File: src/rtl/vbs_pkg.sv
// Shared definitions for the VBS video RAM bridge: FSM encoding, RAM
// geometry and the address-window decode helper.
package vbs_pkg;

    localparam int VRAM_AW = 11;
    localparam logic [4:0] DEFAULT_WINDOW_BASE = 5'b11101;

    typedef enum logic [2:0] {
        ST_IDLE   = 3'd0,
        ST_ACCESS = 3'd1,
        ST_RDWAIT = 3'd2,
        ST_DONE   = 3'd3,
        ST_SKIP   = 3'd4
    } state_t;

    function automatic logic in_window(input logic [15:0] addr, input logic [4:0] base);
        return (addr[15:11] == base);
    endfunction

endpackage

File: src/rtl/sync_fall_det.sv
// N-stage synchroniser for an active-low asynchronous strobe, with
// single-cycle falling- and rising-edge pulses on the synchronised level.
module sync_fall_det #(
    parameter int N = 2
) (
    input  logic i_clk,
    input  logic i_rst_n,
    input  logic i_async,
    output logic o_sync,
    output logic o_fall,
    output logic o_rise
);

    logic [N-1:0] r_sync;
    logic         r_prev;

    // Shift chain plus one-cycle history of the synchronised level; idles high.
    always_ff @(posedge i_clk or negedge i_rst_n) begin
        if (!i_rst_n) begin
            r_sync <= '1;
            r_prev <= 1'b1;
        end else begin
            r_sync <= {r_sync[N-2:0], i_async};
            r_prev <= r_sync[N-1];
        end
    end

    assign o_sync = r_sync[N-1];
    assign o_fall = r_prev & ~r_sync[N-1];
    assign o_rise = ~r_prev & r_sync[N-1];

endmodule

File: src/rtl/z8_vram_bridge.sv
// Z8 multiplexed-bus to video RAM bridge: synchronises /AS and /DS into the
// video clock and turns each decoded bus cycle into one RAM strobe.
module z8_vram_bridge
    import vbs_pkg::*;
#(
    parameter logic [4:0] WINDOW_BASE = DEFAULT_WINDOW_BASE,
    parameter int         SYNC_STAGES = 2
) (
    input  logic               clk,
    input  logic               reset_n,
    input  logic               as_n,
    input  logic               ds_n,
    input  logic               rw,
    input  logic [7:0]         a_hi,
    input  logic [7:0]         ad_in,
    output logic [7:0]         ad_out,
    output logic               ad_oe,
    output logic [VRAM_AW-1:0] vram_addr,
    output logic [7:0]         vram_wdata,
    output logic               vram_strobe,
    output logic               vram_write,
    input  logic [7:0]         vram_rdata
);

    logic        w_as_s, w_as_fall, w_as_rise;
    logic        w_ds_s, w_ds_fall, w_ds_rise;
    logic        w_hit;
    logic        w_unused_edges;
    logic [15:0] r_bus_q;
    logic        r_rw_q;
    logic [15:0] r_addr_q;
    state_t      r_state;

    sync_fall_det #(.N(SYNC_STAGES)) u_as_sync (
        .i_clk   (clk),
        .i_rst_n (reset_n),
        .i_async (as_n),
        .o_sync  (w_as_s),
        .o_fall  (w_as_fall),
        .o_rise  (w_as_rise)
    );

    sync_fall_det #(.N(SYNC_STAGES)) u_ds_sync (
        .i_clk   (clk),
        .i_rst_n (reset_n),
        .i_async (ds_n),
        .o_sync  (w_ds_s),
        .o_fall  (w_ds_fall),
        .o_rise  (w_ds_rise)
    );

    assign w_unused_edges = w_as_fall | w_as_rise | w_ds_rise;
    assign w_hit          = in_window(r_addr_q, WINDOW_BASE);

    // Bus sampling; the address keeps tracking the bus for as long as /AS is seen low.
    always_ff @(posedge clk or negedge reset_n) begin
        if (!reset_n) begin
            r_bus_q  <= 16'h0000;
            r_rw_q   <= 1'b1;
            r_addr_q <= 16'h0000;
        end else begin
            r_bus_q <= {a_hi, ad_in};
            r_rw_q  <= rw;
            if (!w_as_s) begin
                r_addr_q <= r_bus_q;
            end
        end
    end

    // Access sequencer; address and direction are frozen on entry so a late /AS cannot disturb it.
    always_ff @(posedge clk or negedge reset_n) begin
        if (!reset_n) begin
            r_state     <= ST_IDLE;
            ad_out      <= 8'h00;
            ad_oe       <= 1'b0;
            vram_addr   <= {VRAM_AW{1'b0}};
            vram_wdata  <= 8'h00;
            vram_strobe <= 1'b0;
            vram_write  <= 1'b0;
        end else begin
            vram_strobe <= 1'b0;
            case (r_state)
                ST_IDLE: begin
                    if (w_ds_fall) begin
                        if (w_hit) begin
                            r_state     <= ST_ACCESS;
                            vram_strobe <= 1'b1;
                            vram_write  <= ~r_rw_q;
                            vram_wdata  <= r_bus_q[7:0];
                            vram_addr   <= r_addr_q[VRAM_AW-1:0];
                        end else begin
                            r_state <= ST_SKIP;
                        end
                    end
                end
                ST_ACCESS: begin
                    r_state <= vram_write ? ST_DONE : ST_RDWAIT;
                end
                ST_RDWAIT: begin
                    ad_out  <= vram_rdata;
                    ad_oe   <= ~w_ds_s;
                    r_state <= ST_DONE;
                end
                ST_DONE, ST_SKIP: begin
                    if (w_ds_s) begin
                        ad_oe   <= 1'b0;
                        r_state <= ST_IDLE;
                    end
                end
                default: begin
                    ad_oe   <= 1'b0;
                    r_state <= ST_IDLE;
                end
            endcase
        end
    end

endmodule

File: config.mk
export PLATFORM = sky130hd
export DESIGN_NAME = z8_vram_bridge
export DESIGN_NICKNAME = d
export VERILOG_FILES = /design/src/rtl/vbs_pkg.sv /design/src/rtl/sync_fall_det.sv /design/src/rtl/z8_vram_bridge.sv
export SDC_FILE = /design/constraint.sdc
export NUM_CORES = 1
export LEC_CHECK = 0
export BUFFER_PORTS_ARGS = -buffer_cell sky130_fd_sc_hd__clkbuf_2
export CAP_MARGIN = 20
export CORE_MARGIN = 1.5
export CORE_UTILIZATION = 47
export DETAILED_ROUTE_END_ITERATION = 16
export GPL_TIMING_DRIVEN = 1
export PLACE_DENSITY_LB_ADDON = 0.25
export SYNTH_ARGS = -nofsm -noshare
export SYNTH_HDL_FRONTEND = slang
export SYNTH_SLANG_ARGS = --single-unit
File: constraint.sdc
create_clock -name clk -period 1.6 [get_ports clk]
set_input_delay 0.24 -clock clk [delete_from_list [all_inputs] [get_ports clk]]
set_output_delay 0.24 -clock clk [all_outputs]
set_load 0.05 [all_outputs]
-- After elaboration in Yosys (flattened, before gate mapping)
Index checks and enable logic that the tools add are counted.
- bits in registers: 71
- input bits: 29
- word-level logic and storage cells: 40
- equality and inequality tests: 7
- multiplexer cells: 10
- bitwise gates (word level): 4
- reduce and logical (&&, ||, !) cells: 6
- operators with widths (kind ; number):
    $pmux 3 s4 ; 1
    $mux 3 ; 3
    $eq 3x2->1 const B ; 2
    $eq 5x5->1 const B ; 1
    $mux 1 ; 5
    $ne 2x1->1 const B ; 2
    $reduce_and 2->1 ; 2
    $reduce_or 2->1 ; 2
    $eq 3x1->1 const B ; 1
    $eq 3x3->1 const B ; 1
    $logic_not 3->1 ; 1
    $not 1->1 ; 3
    $pmux 1 s3 ; 1
    $reduce_and 3->1 ; 1
    $and 1x1->1 ; 1

-- Logic depth before layout (Yosys ltp)
Gate-level depths: netlist (run 1).
- word-level depth: 4
- mapped depth: 5

-- By module
Synthesis (run 1) repeated with hierarchy kept, for this count alone.
- cell total of the unflattened synthesis: 150
- area, all modules: 2591.2 sq um
- modules (own cells, without submodules) (module ; times used ; cells an instance ; area each (sq um) ; seq. area each (sq um)):
    z8_vram_bridge ; 1 ; 140 ; 2403.6 ; 1652.8
    sync_fall_det ; 2 ; 5 ; 93.8 ; 78.8

-- Worst setup path before layout (run 1)
OpenSTA, ideal clock, no wires.
- kind: register to register
- start: register r_state[0]
- end: register vram_addr[0]
- library setup time: 0.125 ns
- arrival: 1.646 ns
- data required time: 1.475 ns
- path slack: -0.170 ns
- cell stages (with the launch flop): 5
- buffers on the path: 1
- clock period less this slack: 1.770 ns
- cell sequence: dfrtp_1 > or3_4 > nor4_4 > buf_6 > mux2_2
- cells in the longest elaborated chain, start to end: 2
- RTL lines (what ; RTL line ; source):
    start: declaration ; z8_vram_bridge.sv:32 ; state_t r_state;
    start signal: assignment ; z8_vram_bridge.sv:97 ; r_state <= vram_write ? ST_DONE : ST_RDWAIT;
    $logic_not 3->1 ; z8_vram_bridge.sv:82 ; case (r_state)
    $reduce_and 3->1 (no source line) ; n/a ;
    end signal: assignment ; z8_vram_bridge.sv:76 ; vram_addr <= {VRAM_AW{1'b0}};
    end signal: assignment ; z8_vram_bridge.sv:90 ; vram_addr <= r_addr_q[VRAM_AW-1:0];
    end: declaration ; z8_vram_bridge.sv:18 ; output logic [VRAM_AW-1:0] vram_addr,
Every way passes these cells.
A chain may end at the register's enable or synchronous reset.

-- Final worst setup path (run 1)
- start: register r_state[1]
- end: register vram_addr[7]
The elaborated chain is that of the path after synthesis.

==> key figures, run 1 <==
Critical path
  • Sort of element at the end of the critical path: register
  • Path depth of the worst reg2reg path: 4
  • Maximum fanout along the worst path: 22
  • Crit path kind: reg -> reg
  • Worst setup SP type: register
  • CP required: 1.82 ns
  • Flop2flop setup slack: -0.08 ns
  • Crit path arrival time: 1.90 ns

Clocking
  • TritonCTS clock tree: yes
  • Num CTS Buffers: 9
  • CTS clk-pin slew, worst paths: 0.07 ns
  • Total number of clock tree sinks: 71
  • CTS Root Cell: sky130_fd_sc_hd__clkbuf_8
  • Clock latency of the later-clocked register in the worst-skew pair: 0.33 ns
  • Number of levels in the clock H-tree: 3
  • Post-CTS Repair Setup Buffers: 0
  • CTS Buffer Depth: 2

Placed design
  • Placement-stage worst setup slack: -0.0594 ns
  • # placed instances: 273
  • Placer's final routability congestion estimate: 0.713
  • Count of input and output buffers: 58
  • Placed wire-length estimate after detailed placement: 2840 µm

Global routing
  • Number of antenna violations at the first check in global routing: 0
  • Largest net degree at the start of global routing: 72
  • Vias in the first global route: 1504
  • Aggregate global-route resource usage: 0.175
  • Global-route wire length before repair: 6900 µm
  • Global route overflow: 0

Yosys
  • Netlist cell types: 21
  • Nets in the synthesized netlist: 171
  • Seq cells post-synth: 71
  • Average cell area after synthesis: 17.3 µm²
  • Combined area of all synthesized cells: 2450 µm²
  • Cell count after synthesis: 142
  • Number of warnings issued by yosys: 0
  • Sequential share of the synthesized area: 0.728

Timing
  • Relative slew slack: 0.743
  • Setup slack of the critical path after layout: -0.0790 ns
  • Share of the cycle needed by the critical path after routing: 1.05
  • Slew at the pin closest to its max-slew limit: 0.385 ns
  • Post-route setup TNS: -1.18 ns
  • Final Critical Period: 1.68 ns
  • RSZ-0062 raised after global routing: yes
  • Final Max Slew Viols: 0
  • Setup violation total in the final timing report: 19
  • Number of endpoints with negative hold slack in the final report: 0
  • Max Clock Freq: 0.596 GHz
  • Max Clock Skew: 0.00569 ns

Flow run
  • Max cap viols: 0

Floorplan
  • Die boundary width: 75.2 µm
  • Total number of placement rows: 26
  • Vert. Die Dim: 75.2 µm
  • DIE AREA: 5650 µm²
  • Total I/O pin count: 59
  • Core region area: 5070 µm²
  • Initial core utilization: 0.483

Route
  • Starting DRT DRC Count: 57
  • Remaining antenna violation count: 0
  • DRC errors left: 0
  • Wire length reported by the detailed router: 4360 µm
  • Average detailed-routed wire length per instance: 14.4 µm
  • Routed via count divided by cell count: 4.85
  • Router iterations before antenna repair: 4
  • Via count of the routed design: 1469

Pwr
  • Static power due to leakage: 1.57 nW
  • Power per cell area: 1610 nW/µm²
  • Worst vdd ir: 0.000937 V

Finish
  • Number of antenna diodes: 0
  • Layout overhead on the synthesized area: 31.2%
  • Fraction of layout instances using a drive strength above 1: 0.562
  • Final #Nets: 257
  • Final core area utilization: 0.633
  • Final cell count without fillers: 303

Status
  • Violated checks: setup timing
  • Outcome: complete, but fails checks

Min path
  • Min-Delay Path Depth: 1
  • Class of the most critical hold timing path: in -> reg
[where the power goes]
part	internal, mW	leakage, nW	switching [mW]	total, mW
clock	0.685	0.0954	0.605	1.29
combinational	0.533	0.609	1.07	1.60
sequential	2.10	0.866	0.170	2.27
[final cells by class]
cell class,instances,area (µm²)
Inverter,3,11.3
Clock buffer,13,169
Multi-Input combinational cell,64,636
Fill cell,404,1860
Clock inverter,3,17.5
Timing Repair Buffer,79,508
Sequential cell,71,1780
Tap cell,70,87.6
[registers in the layout (all words and copies together) (netlist names)]
register and cells:
u_ds_sync.r_sync 2, ad_oe 1, vram_addr 11, r_state 3, r_addr_q 16, vram_strobe 1
u_ds_sync.r_prev 1, vram_wdata 8, ad_out 8, r_bus_q 16, u_as_sync.r_sync 2, r_rw_q 1
vram_write 1
[placed cells by master (no fill, tap or decap), types with 3 or more instances in the layout]
cell,instances
sky130_fd_sc_hd__a21oi_1,4
sky130_fd_sc_hd__buf_4,5
sky130_fd_sc_hd__clkbuf_2,57
sky130_fd_sc_hd__clkbuf_8,12
sky130_fd_sc_hd__dfrtp_1,65
sky130_fd_sc_hd__dfstp_2,6
sky130_fd_sc_hd__dlygate4sd3_1,14
sky130_fd_sc_hd__inv_1,3
sky130_fd_sc_hd__mux2_2,39
sky130_fd_sc_hd__mux2_4,3
sky130_fd_sc_hd__nor2_1,5
[logic make-up after synthesis]
kind of cell | after synthesis | share of synthesized area
DFF | 71 | 0.728
buffers and inverters | 7 | 0.0169
AOI/OAI and AO/OA | 8 | 0.0215
and+or+nand+nor | 13 | 0.0358
muxes | 43 | 0.198
[routing by layer]
metal  share of wire  wire length [µm]  track usage  vias up
met2            0.55              2400        0.296       37
met3           0.042               184       0.0495       11
li1                -                 -            -      668
met4           0.024               106        0.107        0
met1            0.38              1670        0.195      753
met5               0                 0            0        -
[final timing paths]
kind	to	from
max in group asynchronous	r_rw_q	reset_n
worst max-delay path	vram_addr[7]	r_state[1]
worst max register to register	vram_addr[7]	r_state[1]
worst min register to register	u_ds_sync.r_sync[1]	u_ds_sync.r_sync[0]
worst min-delay path	r_bus_q[0]	ad_in[0]
min in group asynchronous	vram_addr[0]	reset_n
[worst max-delay path: stages (launching register included)]
cell and delay (ns):
sky130_fd_sc_hd__dfrtp_1 0.40, sky130_fd_sc_hd__or3_4 0.40, sky130_fd_sc_hd__nor4_4 0.20, sky130_fd_sc_hd__buf_12 0.22
sky130_fd_sc_hd__mux2_2 0.35
[synthesized netlist by cell type, drive strengths merged]
cell     count  area share
dfstp        6       0.064
and3         1      0.0026
o32ai        1      0.0036
nand4        1      0.0026
mux2        43        0.20
dfrtp       65        0.66
o32a         1      0.0041
clkbuf       1      0.0015
nand2b       2      0.0051
o21ai        1      0.0020
or3          1      0.0046
nor4         1      0.0087
a21oi        4      0.0082
buf          3       0.011
a2bb2oi      1      0.0036
nor2         5      0.0077
nor3         1      0.0020
or2          1      0.0026
inv          3      0.0046
[stage by stage]
| step | area, µm² | hold WS, ns | power (mW) |
|---|---|---|---|
| 4_1_cts | 3190 | 0.000169 | 5.21 |
| 3_3_place_gp | 2880 | 0.280 | 3.81 |
| 3_5_place_dp | 2880 | 0.291 | 3.88 |
| 5_1_grt | 3210 | 0.00135 | 5.42 |
| 6_report | 3210 | 0.0102 | 5.16 |
| 2_1_floorplan | 2450 | -0.0556 | 3.41 |
[what timing repair did]
| item | CTS | global route |
|---|---|---|
| cloned | 0 | 0 |
| endpoints found under the hold margin | 76 | 2 |
| gates resized for setup | 1 | 1 |
| hold buffers | 12 | 2 |
| setup endpoints to repair | 19 | 19 |
Note: power is estimated with default switching activity, not from simulation.
==> run 2, diff against run 1 <==
CORE_UTILIZATION = 52   (was 47)
clock period = 1.8 ns   (was 1.6 ns; I/O delays follow)
==> run 2 against run 1 <==
Against the previous run: the run ends with DRC left; first-iteration DRC count rose by 67%; clock-buffer cell count rose by 3; flip-flop and latch count did not move; critical path type unchanged; critical endpoint is now vram_addr[4]; largest power group unchanged; highest routed layer unchanged.
==> key figures, run 2 (synthesis gave the netlist of run 1 again) <==
Status
  • Outcome: complete, but fails checks
  • Violated checks: DRC

Floorplan
  • DIE AREA: 5130 µm²
  • Vert. Die Dim: 71.6 µm
  • Core region area: 4440 µm²
  • Total I/O pin count: 59
  • Die boundary width: 71.6 µm
  • Total number of placement rows: 24
  • Initial core utilization: 0.551

Critical path
  • Path depth of the worst reg2reg path: 4
  • Sort of element at the end of the critical path: register
  • Maximum fanout along the worst path: 10
  • Crit path arrival time: 1.91 ns
  • CP required: 2.01 ns
  • Crit path kind: reg -> reg
  • Worst setup SP type: register

Global routing
  • Number of antenna violations at the first check in global routing: 0
  • Global route overflow: 0
  • Global-route wire length before repair: 6770 µm
  • Aggregate global-route resource usage: 0.179
  • Vias in the first global route: 1530
  • Largest net degree at the start of global routing: 72

Clocking
  • Number of levels in the clock H-tree: 3
  • Clock latency of the later-clocked register in the worst-skew pair: 0.32 ns
  • CTS Buffer Depth: 2
  • Num CTS Buffers: 9
  • Total number of clock tree sinks: 71
  • CTS Root Cell: sky130_fd_sc_hd__clkbuf_8
  • TritonCTS clock tree: yes
  • CTS clk-pin slew, worst paths: 0.06 ns

Timing
  • Setup slack of the critical path after layout: 0.0990 ns
  • Final Critical Period: 1.70 ns
  • Setup violation total in the final timing report: 0
  • RSZ-0062 raised after global routing: no
  • Max Clock Skew: 0.00659 ns
  • Min Hold Slack: 0.0287 ns
  • Final Max Slew Viols: 0
  • Share of the cycle needed by the critical path after routing: 0.945
  • Max Clock Freq: 0.588 GHz
  • Post-route setup TNS: 0 ns
  • Slew at the pin closest to its max-slew limit: 0.406 ns
  • Relative slew slack: 0.729
  • Number of endpoints with negative hold slack in the final report: 0

Finish
  • Fraction of layout instances using a drive strength above 1: 0.584
  • Layout overhead on the synthesized area: 24.3%
  • Most common cell after layout, fill and taps aside: sky130_fd_sc_hd__dfrtp_1
  • Largest regs: r_addr_q (16), r_bus_q (16), vram_addr (11)
  • Filler Cells Inserted: 329
  • Leading cell types in the layout, fill and taps excluded: sky130_fd_sc_hd__dfrtp_1, sky130_fd_sc_hd__clkbuf_2, sky130_fd_sc_hd__mux2_2
  • Number of antenna diodes: 0
  • Final #Nets: 245

Route
  • Wire length reported by the detailed router: 4080 µm
  • Via count of the routed design: 1395
  • Router iterations before antenna repair: 10
  • Remaining antenna violation count: 0
  • DRC errors left: 3
  • Starting DRT DRC Count: 95
  • Average detailed-routed wire length per instance: 14.9 µm
  • Routed via count divided by cell count: 5.11

Pwr
  • Power per cell area: 1480 nW/µm²
  • Static power due to leakage: 1.51 nW
  • Total chip power: 4.51 mW
  • Worst vdd ir: 0.000754 V

Min path
  • Class of the most critical hold timing path: in -> reg
  • Min-Delay Path Depth: 1

Placed design
  • Placed wire-length estimate after detailed placement: 2800 µm
  • Placer's final routability congestion estimate: 0.703
  • Placement-stage worst setup slack: 0.0681 ns
  • Count of input and output buffers: 58

Flow run
  • Max cap viols: 0
## run 2: worst max-delay path: stages, from the launching register on
cell	delay [ns]
sky130_fd_sc_hd__dfrtp_1	0.39
sky130_fd_sc_hd__or3_4	0.41
sky130_fd_sc_hd__nor4_4	0.24
sky130_fd_sc_hd__buf_6	0.21
sky130_fd_sc_hd__mux2_2	0.34
## run 2: what timing repair did
item / CTS / global route
buffers inserted: 0 / 1
hold buffers: 1 / 0
endpoints found under the hold margin: 65 / 0
gates resized for setup: 0 / 3
endpoints found under the setup margin: 0 / 19
## run 2: where the power goes
group / total [mW] / switching, mW / internal [mW]
clock: 1.12 / 0.499 / 0.617
combinational: 1.38 / 0.937 / 0.446
sequential: 2.01 / 0.145 / 1.87
total: 4.51 / 1.58 / 2.93
## run 2: metrics by stage
stage,instances,utilization,area (µm²)
floorplan,142,-,2450
global placement,254,0.637,2830
detailed placement,254,0.637,2830
CTS,271,0.680,3020
global route,273,0.685,3050
finish,273,0.685,3050
## run 2: final cells by class
class / instances / area, µm² / area share
clock buffer: 16 / 180 / 0.0592
inverter: 3 / 11.3 / 0.00370
multi-input combinational: 64 / 624 / 0.205
sequential: 71 / 1780 / 0.586
tap: 52 / 65.1 / 0.0214
timing repair buffer: 67 / 380 / 0.125
## run 2: layer usage
layer	part of all wire	track usage	vias up	wire length, µm
met3	0.050	0.0506	6	203
met5	0	0	-	0
met1	0.40	0.199	708	1640
met4	0.016	0.113	0	66
li1	-	-	643	-
met2	0.53	0.303	38	2170
## run 2: path summary, 6_finish.rpt
check,to,from,slack [ns]
worst max-delay path,vram_addr[4],r_state[0],0.1
worst min-delay path,u_as_sync.r_sync[0],as_n,0.03
worst max register to register,vram_addr[4],r_state[0],0.1
worst min register to register,u_as_sync.r_sync[1],u_as_sync.r_sync[0],0.36
max in group asynchronous,u_ds_sync.r_sync[0],reset_n,0.99
min in group asynchronous,ad_out[0],reset_n,0.50
